==> config.mk <==
export PLATFORM = sky130hd
export DESIGN_NAME = systolic_skew_feeder
export DESIGN_NICKNAME = d
export VERILOG_FILES = /design/src/rtl/npu_pkg.sv /design/src/rtl/skew_delay.sv /design/src/rtl/systolic_skew_feeder.sv
export SDC_FILE = /design/constraint.sdc
export NUM_CORES = 1
export LEC_CHECK = 0
export ABC_AREA = 1
export BUFFER_PORTS_ARGS = -buffer_cell sky130_fd_sc_hd__buf_2
export CAP_MARGIN = 20
export CORE_ASPECT_RATIO = 1.2
export CORE_MARGIN = 5
export CORE_UTILIZATION = 50
export DETAILED_ROUTE_END_ITERATION = 8
export HOLD_SLACK_MARGIN = 0.05
export PLACE_DENSITY = 0.68
export SLEW_MARGIN = 20
export SYNTH_ARGS = -nofsm -noshare
export SYNTH_HDL_FRONTEND = slang
export SYNTH_SLANG_ARGS = --single-unit
==> constraint.sdc <==
create_clock -name clk -period 4.7 [get_ports clk]
set_clock_uncertainty 0.1 [all_clocks]
set_input_delay 0 -clock clk [delete_from_list [all_inputs] [get_ports clk]]
set_output_delay 0 -clock clk [all_outputs]
set_load 0.05 [all_outputs]
==> src/rtl/npu_pkg.sv <==
// Shared constants and types for the NPU datapath blocks.
//   ELEM_W    : left-edge operand width of a PE
//   ROWS      : systolic array rows (and columns)
//   PSUM_W    : partial-sum width
//   FLUSH_CYC : zero-padding cycles needed to drain the array after the last vector
package npu_pkg;

   localparam int unsigned ELEM_W    = 8;
   localparam int unsigned ROWS      = 3;
   localparam int unsigned PSUM_W    = 16;
   localparam int unsigned FLUSH_CYC = 2 * ROWS - 1;

   typedef enum logic [1:0] {
      IDLE    = 2'd0,
      STREAM  = 2'd1,
      FLUSH   = 2'd2,
      DONE_ST = 2'd3
   } feeder_state_t;

endpackage

==> src/rtl/skew_delay.sv <==
// Per-row skew delay line: one capture register followed by DELAY further
// registers, so the output lags the input by DELAY+1 cycles.
// Ports:
//   clk, rst : clock, synchronous active-high clear of every stage
//   d        : element entering the line
//   q        : element leaving the line (registered)
module skew_delay #(
   parameter int unsigned W     = 8,
   parameter int unsigned DELAY = 0
) (
   input  logic         clk,
   input  logic         rst,
   input  logic [W-1:0] d,
   output logic [W-1:0] q
);

   logic [W-1:0] stage [DELAY+1];

   // Shift chain; stage[0] is the capture register shared by every row.
   always_ff @(posedge clk) begin
      if (rst) begin
         for (int i = 0; i <= int'(DELAY); i++) stage[i] <= '0;
      end else begin
         stage[0] <= d;
         for (int i = 1; i <= int'(DELAY); i++) stage[i] <= stage[i-1];
      end
   end

   assign q = stage[DELAY];

endmodule

==> src/rtl/systolic_skew_feeder.sv <==
// Left-edge feeder for the systolic PE array. Buffers up to DEPTH packed
// activation vectors, then streams them with a diagonal skew (row r delayed
// r cycles), pads with zeros until the array has drained, and pulses done.
// Build option: define FEEDER_REPLAY_EN to keep the buffer after done so a
// later start replays the same batch; a new accepted vector wipes it first.
// Ports:
//   clk, rst          : clock, synchronous active-high reset
//   s_valid/s_ready   : vector write handshake, s_data packed row-major
//   s_last            : final vector of a batch, doubles as a start
//   start             : stream the buffered vectors
//   row_data, en_o    : skewed operands and array enable
//   busy, done        : batch in progress / one-cycle drained pulse
//   vec_count         : vectors currently buffered
module systolic_skew_feeder
   import npu_pkg::*;
#(
   parameter int unsigned ELEM_W = npu_pkg::ELEM_W,
   parameter int unsigned ROWS   = npu_pkg::ROWS,
   parameter int unsigned DEPTH  = 8,
   parameter int unsigned AWIDTH = 3
) (
   input  logic                   clk,
   input  logic                   rst,
   input  logic                   s_valid,
   output logic                   s_ready,
   input  logic [ROWS*ELEM_W-1:0] s_data,
   input  logic                   s_last,
   input  logic                   start,
   output logic [ROWS*ELEM_W-1:0] row_data,
   output logic                   en_o,
   output logic                   busy,
   output logic                   done,
   output logic [AWIDTH:0]        vec_count
);

   localparam int unsigned VEC_W   = ROWS * ELEM_W;
   localparam int unsigned CNT_W   = AWIDTH + 1;
   localparam int unsigned FLUSH_N = 2 * ROWS - 1;
   localparam int unsigned FCNT_W  = $clog2(FLUSH_N + 1);

   feeder_state_t     state;
   logic [VEC_W-1:0]  mem [DEPTH];
   logic [CNT_W-1:0]  wr_cnt;
   logic [CNT_W-1:0]  rd_ptr;
   logic [FCNT_W-1:0] fcnt;
`ifdef FEEDER_REPLAY_EN
   logic              stale;
`endif

   logic              accept_c;
   logic              trig_c;
   logic [CNT_W-1:0]  base_c;
   logic [CNT_W-1:0]  wr_cnt_nxt;
   logic [VEC_W-1:0]  feed_c;

   // Handshake and write-count lookahead; base_c is where the next vector lands.
   always_comb begin
      accept_c = s_valid && s_ready;
      trig_c   = start || (accept_c && s_last);
`ifdef FEEDER_REPLAY_EN
      base_c   = (accept_c && stale) ? '0 : wr_cnt;
`else
      base_c   = wr_cnt;
`endif
      wr_cnt_nxt = accept_c ? base_c + 1'b1 : wr_cnt;
   end

   // Vector storage; no reset needed since wr_cnt bounds what is read.
   always_ff @(posedge clk) begin
      if (accept_c) mem[base_c[AWIDTH-1:0]] <= s_data;
   end

   // Batch sequencer with registered handshake and status outputs.
   always_ff @(posedge clk) begin
      if (rst) begin
         state   <= IDLE;
         wr_cnt  <= '0;
         rd_ptr  <= '0;
         fcnt    <= '0;
         s_ready <= 1'b1;
         en_o    <= 1'b0;
         busy    <= 1'b0;
         done    <= 1'b0;
`ifdef FEEDER_REPLAY_EN
         stale   <= 1'b0;
`endif
      end else begin
         done   <= 1'b0;
         // en_o trails the state by the same one cycle as the row 0 register.
         en_o   <= (state == STREAM) || (state == FLUSH);
         wr_cnt <= wr_cnt_nxt;
         case (state)
            IDLE: begin
`ifdef FEEDER_REPLAY_EN
               if (accept_c && stale) stale <= 1'b0;
               s_ready <= (wr_cnt_nxt < CNT_W'(DEPTH)) || (stale && !accept_c);
`else
               s_ready <= (wr_cnt_nxt < CNT_W'(DEPTH));
`endif
               if (trig_c) begin
                  if (wr_cnt_nxt != '0) begin
                     state   <= STREAM;
                     rd_ptr  <= '0;
                     busy    <= 1'b1;
                     s_ready <= 1'b0;
                  end else begin
                     // Empty batch: nothing to stream, acknowledge immediately.
                     done <= 1'b1;
                  end
               end
            end
            STREAM: begin
               rd_ptr <= rd_ptr + 1'b1;
               if (rd_ptr + 1'b1 == wr_cnt) begin
                  state <= FLUSH;
                  fcnt  <= '0;
               end
            end
            FLUSH: begin
               fcnt <= fcnt + 1'b1;
               if (fcnt == FCNT_W'(FLUSH_N - 1)) state <= DONE_ST;
            end
            DONE_ST: begin
               state   <= IDLE;
               busy    <= 1'b0;
               done    <= 1'b1;
               s_ready <= 1'b1;
`ifdef FEEDER_REPLAY_EN
               stale   <= 1'b1;
`else
               wr_cnt  <= '0;
`endif
            end
            default: state <= IDLE;
         endcase
      end
   end

   // Zeros outside STREAM provide the drain padding.
   assign feed_c    = (state == STREAM) ? mem[rd_ptr[AWIDTH-1:0]] : '0;
   assign vec_count = wr_cnt;

   // Row r sees its element r cycles later than row 0.
   for (genvar r = 0; r < int'(ROWS); r++) begin : g_row
      skew_delay #(
         .W     (ELEM_W),
         .DELAY (r)
      ) u_dly (
         .clk (clk),
         .rst (rst),
         .d   (feed_c[r*ELEM_W +: ELEM_W]),
         .q   (row_data[r*ELEM_W +: ELEM_W])
      );
   end

endmodule

==> reports/summary.txt, run 1 <==
Sw Share: 27.6%
DR iter-0 viols: 451
total area of sequential cells: 7130 sq um
slowest cell on the critical path: nor2_4
Distinct cells, synth: 29
Comb pwr share: 16.8%
Worst Tran Pin Value: 1.01 ns
Post-Place Cell Area: 10300 sq um
Critical path buffers and inverters: 0
final hold violations: 0
internal power: 0.00391 W
NumNets Final: 940
num ports: 61
total detailed-routing wirelength: 19000 microns
status: finished clean
I/O Buffers: 60
leakage: 4.07 nW
# clock sinks: 260
r2r worst-path depth: 10
FMAX: 0.430 GHz
initial antenna violation count: 0
Die X: 138 microns
largest net degree at the start of global routing: 97
Yosys warnings: 0
clock share of power: 33.3%
die area: 22600 sq um
Reg power frac: 49.8%
Critical Path AT: 2.66 ns
Mapped Cells: 832
hpwl dp: 10700 microns
# diodes: 0
CTS resizes: 0
Primary FF master, synth: edfxtp_1
maximum clock path buffer count: 3
minimum clock period: 2.33 ns
clock-pin slew on the worst setup and hold paths: 0.06 ns
number of iterations in the first detailed-routing pass: 4
cell breakdown of the critical path: nand3_2, nor2_4, nand2_1, nand2_2, nand3_2, nand2_2, nand2_4, nand2_4, nand2_1, a21oi_2
Final period util: 49.5%
fillers: 1610
# DRC: 0
post-synthesis sequential area ratio: 72.6%
fin. max-slew vios: 0
first-pass GRT wire length: 30400 microns
hold depth: 2
syn nets: 869
postcts setup bufs: 0
Die H: 164 microns
share of the synthesized area in the top cell type: 58.7%
Power Dens Cells: 478 nW/um^2
Hold Crit Class: primary input to register
RSZ-0062 raised after global routing: no
row cnt: 56
NetSw: 0.00149 W
Root Buffer: clkbuf_16
share of layout cells above drive strength 1: 13.9%
Slew Limit Headroom: 32.6%
most common cell in the synthesized netlist: edfxtp_1
number of max-cap violations: 0
Vias per Instance: 5.14
crit end category: register
final core occ: 58.0%
Total GRT Usage: 17.1%
crit-path leading delay family: simple AND/OR/NAND/NOR gates
Initial Utilization: 50.4%
via count of the first global-routing pass: 5937
setup violators final: 0
crit path launch type: register
post-route cell area: 11300 sq um
GPL Wtd Cong: 0.755
Post-synth EDFFs: 192
flops & latches, synth: 260
top cells by count, synth: edfxtp_1, nor2_1, o21ai_0
Mapped Area: 9820 sq um
Avg Inst Size Synth: 11.8 sq um
hold slack: 0.187 ns
Crit Path Category: register to register
Synth-to-Final Area Change: 15.0%
Multi-input gate area: 2210 sq um
WL/cell: 16.0 microns
core outline area: 19500 sq um
total CTS buffers: 25
worst path required time: 5.03 ns
ys async rst share: 0%
maximum VDD drop: 0.289 mV
final setup TNS: 0 ns
CP max FO: 25
grt total ovfl: 0
Synth area leader: edfxtp_1
Vias: 6084
crit-path max cell delay: 0.71 ns
Critical Path Stages: 10
dominant cells by area after synthesis: edfxtp_1, dfxtp_1, nor2_1
Skew-Pair Late Insertion Delay: 0.52 ns
CTS tree: done
htree depth: 1
ANT nets after route: 0
## state kept, by name (all words and copies together), names as in the netlist, named ones only
name               cells
mem                  192
g_row.u_dly.stage     48
rd_ptr                 4
vec_count              4
fcnt                   3
state                  2
busy                   1
done                   1
en_o                   1
s_ready                1
## cells by family (layout without fill, tap and decap cells)
group | after synthesis | count (layout) | share of synthesized area, %
compound gates | 180 | 180 | 9.94
xor+xnor | 1 | 1 | 0.0892
fa+ha+maj | 8 | 8 | 1.02
buf+inv | 113 | 203 | 5.15
flops | 260 | 260 | 72.6
simple gates | 270 | 270 | 11.2
## final cells by class
class                           instances  area share [%]
Sequential cell                       260            63.1
Multi-Input combinational cell        459            19.6
Clock buffer                           38            6.15
Timing Repair Buffer                  101            6.00
Tap cell                              261            2.89
Inverter                               56            1.87
Clock inverter                          8           0.399
## stage by stage
step	cells	total power, W	setup WS [ns]
6_report	1183	0.00540	2.37
5_1_grt	1183	0.00567	2.15
4_1_cts	1183	0.00545	2.29
3_5_place_dp	1109	0.00363	2.33
3_3_place_gp	1109	0.00362	2.37
2_1_floorplan	832	0.00341	1.43
## per-layer routing
layer  vias to the layer above  GRT usage [%]  share of wire, %
li1                       3014              -                 -
met4                         0           4.90               1.8
met5                         -              0                 0
met3                        35           2.83               5.3
met2                       136           29.3                50
met1                      2899           22.6                43
## placed cells by master, fill, tap and decap left out
master,n
a21oi_1,6
a21oi_2,2
a31oi_1,24
buf_2,60
buf_4,13
clkbuf_1,11
clkbuf_16,25
clkbuf_8,2
clkinv_1,4
clkinv_2,2
clkinvlp_4,1
dfxtp_1,67
dfxtp_2,1
dlygate4sd3_1,28
edfxtp_1,192
ha_1,8
inv_1,53
inv_2,2
inv_6,2
nand2_1,47
nand2_2,2
nand2_4,3
nand3_1,20
nand3_2,2
nand4_1,4
nor2_1,181
nor2_2,8
nor2_4,1
nor3_2,1
o21ai_0,113
o21ai_1,8
o21ai_2,1
o21bai_1,1
o22ai_1,25
or2_1,1
xnor2_1,1
## path summary, 6_finish.rpt
kind,startpoint,end,slack [ns]
max,vec_count[1],register,2.37
min reg2reg,g_row[2].u_dly.stage[0][9],g_row[2].u_dly.stage[0][17],0.30
max reg2reg,vec_count[1],register,2.37
min,s_data[1],mem[3][1],0.19
## power by group through the flow
stage	sequential [W]	combinational (W)	clock (W)
2_1_floorplan	0.00283	0.000585	0
3_3_place_gp	0.00274	0.000881	0
3_5_place_dp	0.00274	0.000896	0
4_1_cts	0.00269	0.000917	0.00184
5_1_grt	0.00270	0.00102	0.00195
6_report	0.00269	0.000909	0.00180
## repair_timing
action	4_1_cts	5_1_grt
hold endpoints to repair	257	0
endpoints found under the setup margin	0	0
hold buffers	28	0
No activity file was read; power rests on OpenSTA's default activity.
==> inputs of run 2 (changes only) <==
Settings changed: PLACE_DENSITY 0.68 to 0.7.
Clock period 4.7 ns to 2.12 ns, I/O delays scaled along.
==> run 2 against run 1 <==
  * Core utilization increased by 1.6 points
  * Setup slack got worse by 2.2 ns
  * Largest cell class unchanged
  * Maximum frequency increased by 20%
  * Routed wire length increased by 1.7%
  * Cell count increased by 0.51%
  * Critical path type unchanged
  * Largest power group unchanged
  * Clock-buffer cell count decreased by 3
  * First-iteration DRC count decreased by 1.8%
  * Sequential share of layout area decreased by 1.6 points
  * Via count decreased by 0.36%
  * Hold slack got worse by 0.0071 ns
  * Sequential power increased by 120%
==> reports/summary.txt, run 2 (synthesized netlist as in run 1, its figures left out) <==
status: finished clean
htree depth: 1
R2R setup slack: 0.17 ns
Cells after DPL: 1116
crit end category: register
Worst Tran Pin Value: 0.420 ns
num ports: 61
GPL Wtd Cong: 0.799
CTS tree: done
minimum clock period: 1.95 ns
clock share of power: 35.6%
first-pass GRT wire length: 31300 microns
reg-to-reg startpoint: s_ready
total detailed-routing wirelength: 19300 microns
Final Non-Filler Cells: 1189
via count of the first global-routing pass: 5997
Critical Path AT: 2.26 ns
hold slack: 0.180 ns
Synth-to-Final Area Change: 18.1%
FMAX: 0.514 GHz
number of iterations in the first detailed-routing pass: 4
maximum clock path buffer count: 3
Worst Setup EP: state[1]
leakage: 4.21 nW
Setup crit start: s_ready
share of layout cells above drive strength 1: 15.7%
Slew Limit Headroom: 72.0%
r2r worst-path depth: 10
grt total ovfl: 0
Vias: 6062
row cnt: 56
Crit Reg-Reg Endpoint: state[1]
CTS resizes: 0
Hold Crit Class: primary input to register
pre-CTS setup slack: 0.363 ns
setup violators final: 0
Final period util: 91.8%
# diodes: 0
final worst slack: 0.173 ns
Die X: 138 microns
Crit Path Category: register to register
final hold violations: 0
DR iter-0 viols: 443
WL/cell: 16.2 microns
final core occ: 59.5%
max reg flops: 192
Reg power frac: 47.7%
worst path required time: 2.43 ns
number of max-cap violations: 0
Sw Share: 26.8%
Vias per Instance: 5.10
initial antenna violation count: 0
maximum VDD drop: 0.605 mV
Initial Utilization: 50.4%
# DRC: 0
Die H: 164 microns
RSZ-0062 raised after global routing: no
NumNets Final: 947
commonest non-fill, non-tap cell in the layout: edfxtp_1
die area: 22600 sq um
Power Dens Cells: 1080 nW/um^2
NetSw: 0.00336 W
CP max FO: 6
I/O Buffers: 60
fin. max-slew vios: 0
ANT nets after route: 0
crit path launch type: register
largest net degree at the start of global routing: 64
Root Buffer: clkbuf_16
total CTS buffers: 25
Comb pwr share: 16.7%
Total GRT Usage: 17.7%
hpwl dp: 10500 microns
# clock sinks: 260
Skew-Pair Late Insertion Delay: 0.52 ns
final setup TNS: 0 ns
core outline area: 19500 sq um
internal power: 0.00918 W
most frequent cells in the layout: edfxtp_1, nor2_1, o21ai_0
clock-pin slew on the worst setup and hold paths: 0.06 ns
-- run 2: worst max-delay path: stages, from the launching register on --
cell           delay [ns]
dfxtp_2              0.40
nand2_4              0.10
o21ai_2              0.11
dlygate4sd3_1        0.59
inv_1                0.08
nand2_1              0.06
nand2_1              0.09
nor2_1               0.14
nand2_1              0.08
nand2_1              0.07
nor2_1               0.04
-- run 2: area by class of cell --
type,count,area [sq um]
tap,261,327
sequential,260,7130
multi-input combinational,459,2220
clock inverter,10,126
fill,1621,7880
clock buffer,35,713
inverter,56,210
timing repair buffer,108,868
-- run 2: worst min path at each step --
stage | startpoint | to | slack [ns] | cells after the start
2_1_floorplan | rst | en_o | -0.02 | 1
3_3_place_gp | s_data[19] | mem[0][19] | 0.16 | 1
3_5_place_dp | s_data[19] | mem[0][19] | 0.16 | 1
4_1_cts | rst | en_o | 0.16 | 3
5_1_grt | rst | en_o | 0.20 | 3
6_report | rst | en_o | 0.18 | 3
-- run 2: stage by stage --
| step | power [W] | instance area [sq um] |
|---|---|---|
| 6_report | 0.0125 | 11600 |
| 5_1_grt | 0.0132 | 11600 |
| 4_1_cts | 0.0127 | 11600 |
| 3_5_place_dp | 0.00814 | 10500 |
| 3_3_place_gp | 0.00809 | 10500 |
| 2_1_floorplan | 0.00758 | 9860 |
-- run 2: power by group through the flow --
stage	Combinational, W	Sequential (W)	Clock (W)
3_3_place_gp	0.00201	0.00608	0
4_1_cts	0.00212	0.00598	0.00455
2_1_floorplan	0.00131	0.00626	0
3_5_place_dp	0.00206	0.00609	0
5_1_grt	0.00236	0.00601	0.00478
6_report	0.00209	0.00598	0.00446
-- run 2: what timing repair did --
item	in CTS	in global routing
hold buffers	28	0
endpoints found under the hold margin	260	0
setup buffers	0	0
-- run 2: per-layer routing --
metal	global-route usage (%)	share of wire [%]	wire length [microns]
met4	4.40	1.6	318
met1	22.9	42	8090
met5	0	0	0
met2	31.3	52	10000
met3	2.31	4.6	897
==> inputs of run 3 (changes only) <==
Settings changed: CORE_UTILIZATION 50 to 54, PLACE_DENSITY 0.7 to 0.75.
==> run 3 against run 2 <==
  * Largest cell class unchanged
  * Sequential power about the same
  * Register-to-register slack better by 0.02 ns
  * Sequential cell count unchanged
  * Power decreased by 0.85%
  * Core utilization up 4.4 points
  * Critical path depth unchanged
  * Via count rose by 2.3%
  * Critical path type unchanged
==> reports/summary.txt, run 3 (synthesized netlist as in run 1, its figures left out) <==
Reg power frac: 48.1%
# clock sinks: 260
# DRC: 0
commonest non-fill, non-tap cell in the layout: edfxtp_1
Crit Path Category: register to register
Final period util: 90.7%
final hold violations: 0
slowest cell on the critical path: dlygate4sd3_1
met3 usage: 2.96%
fillers: 1333
leakage: 4.21 nW
initial antenna violation count: 0
largest net degree at the start of global routing: 49
crit path launch type: register
WL/cell: 16.9 microns
RSZ-0062 raised after global routing: no
CTS resizes: 0
die area: 21000 sq um
clock-pin slew on the worst setup and hold paths: 0.07 ns
total area of sequential cells: 7130 sq um
CTS tree: done
Initial Utilization: 54.4%
Worst Tran Pin Value: 0.489 ns
Power Dens Cells: 1080 nW/um^2
R2R setup slack: 0.20 ns
most frequent cells in the layout: edfxtp_1, nor2_1, o21ai_0
final setup TNS: 0 ns
postcts setup bufs: 0
DR iter-0 viols: 444
CTS Hold Buffers Added: 28
# diodes: 0
crit-path max cell delay: 0.60 ns
Vias: 6204
NumNets Final: 948
CP max FO: 6
final worst slack: 0.197 ns
Comb pwr share: 17.2%
status: finished clean
max reg flops: 192
worst path required time: 2.44 ns
Multi-input gate area: 2220 sq um
Total GRT Usage: 18.7%
I/O Buffers: 60
core outline area: 18000 sq um
met2 usage: 33.0%
grt total ovfl: 0
startpoint of the worst hold path: rst
htree depth: 1
Crit Reg-Reg Endpoint: busy
number of iterations in the first detailed-routing pass: 5
Root Buffer: clkbuf_16
Vias per Instance: 5.38
hpwl dp: 10600 microns
fin. max-slew vios: 0
Synth-to-Final Area Change: 17.4%
Final Non-Filler Cells: 1153
total CTS buffers: 24
Post-Place Cell Area: 10500 sq um
Die H: 158 microns
total detailed-routing wirelength: 19500 microns
crit end category: register
setup violators final: 0
ANT nets after route: 0
via count of the first global-routing pass: 5974
num ports: 61
minimum clock period: 1.92 ns
post-route cell area: 11500 sq um
Slew Limit Headroom: 67.3%
Sw Share: 27.1%
first-pass GRT wire length: 31300 microns
Critical Path AT: 2.25 ns
NetSw: 0.00337 W
FMAX: 0.520 GHz
Cells after DPL: 1081
maximum clock path buffer count: 3
share of layout cells above drive strength 1: 15.7%
reg-to-reg startpoint: s_ready
Skew-Pair Late Insertion Delay: 0.52 ns
number of max-cap violations: 0
met1 usage: 24.1%
Setup crit start: s_ready
maximum VDD drop: 0.685 mV
GRT Max-Usage Layer: met2
Die X: 133 microns
r2r worst-path depth: 10
clock share of power: 34.7%
pre-CTS setup slack: 0.375 ns
internal power: 0.00906 W
overall power: 0.0124 W
most frequent CP cell: nand2_1
cell breakdown of the critical path: nand2_4, o21ai_2, dlygate4sd3_1, inv_1, nand2_1, nand2_1, nor2_1, nand2_1, nand2_1, nor2_1
GPL Wtd Cong: 0.799
row cnt: 54
Hold Crit Class: primary input to register
Worst Setup EP: busy
run 3: cell types whose count changed in the layout (fill, tap and decap cells not counted):
| cell | delta |
|---|---|
| buf_12 | +1 |
| buf_4 | +1 |
| clkbuf_1 | +1 |
| clkbuf_8 | -4 |
| clkinv_2 | +3 |
| clkinv_4 | -1 |
run 3: area by class of cell:
cell class,count,area share [%]
clock buffers,32,5.74
well taps,224,2.43
flip-flops and latches,260,61.8
repair buffers,110,7.77
multi-input cells,459,19.3
inverters,56,1.82
clock inverters,12,1.15
run 3: layer usage:
layer  wire length, microns  part of all wire (%)
met1                   8090                    42
met2                   9700                    50
met3                   1300                   6.7
met4                    389                   2.0
met5                      0                     0
run 3: worst min-delay path by stage:
stage / slack, ns / depth (start not counted) / end
global placement: 0.16 / 1 / mem[6][23]
detailed placement: 0.16 / 1 / mem[4][23]
CTS: 0.15 / 3 / en_o
global route: 0.17 / 3 / en_o
floorplan: -0.02 / 1 / en_o
finish: 0.17 / 3 / en_o
run 3: critical path, delay by kind of cell, from the launching register on:
kind / cells / cell delay (ns)
buf+inv: 2 / 0.68
flops: 1 / 0.40
simple gates: 7 / 0.55
compound gates: 1 / 0.11
run 3: through the flow:
step	util, %	hold slack [ns]
6_report	63.9	0.169
5_1_grt	63.9	0.165
4_1_cts	63.9	0.148
3_5_place_dp	58.0	0.164
3_3_place_gp	58.0	0.165
2_1_floorplan	-	-0.0166
run 3: power groups by stage:
stage	Clock [W]	Combinational (W)	Sequential, W
6_report	0.00431	0.00214	0.00598
5_1_grt	0.00461	0.00237	0.00601
4_1_cts	0.00438	0.00215	0.00598
3_5_place_dp	0	0.00209	0.00609
3_3_place_gp	0	0.00205	0.00608
2_1_floorplan	0	0.00131	0.00626
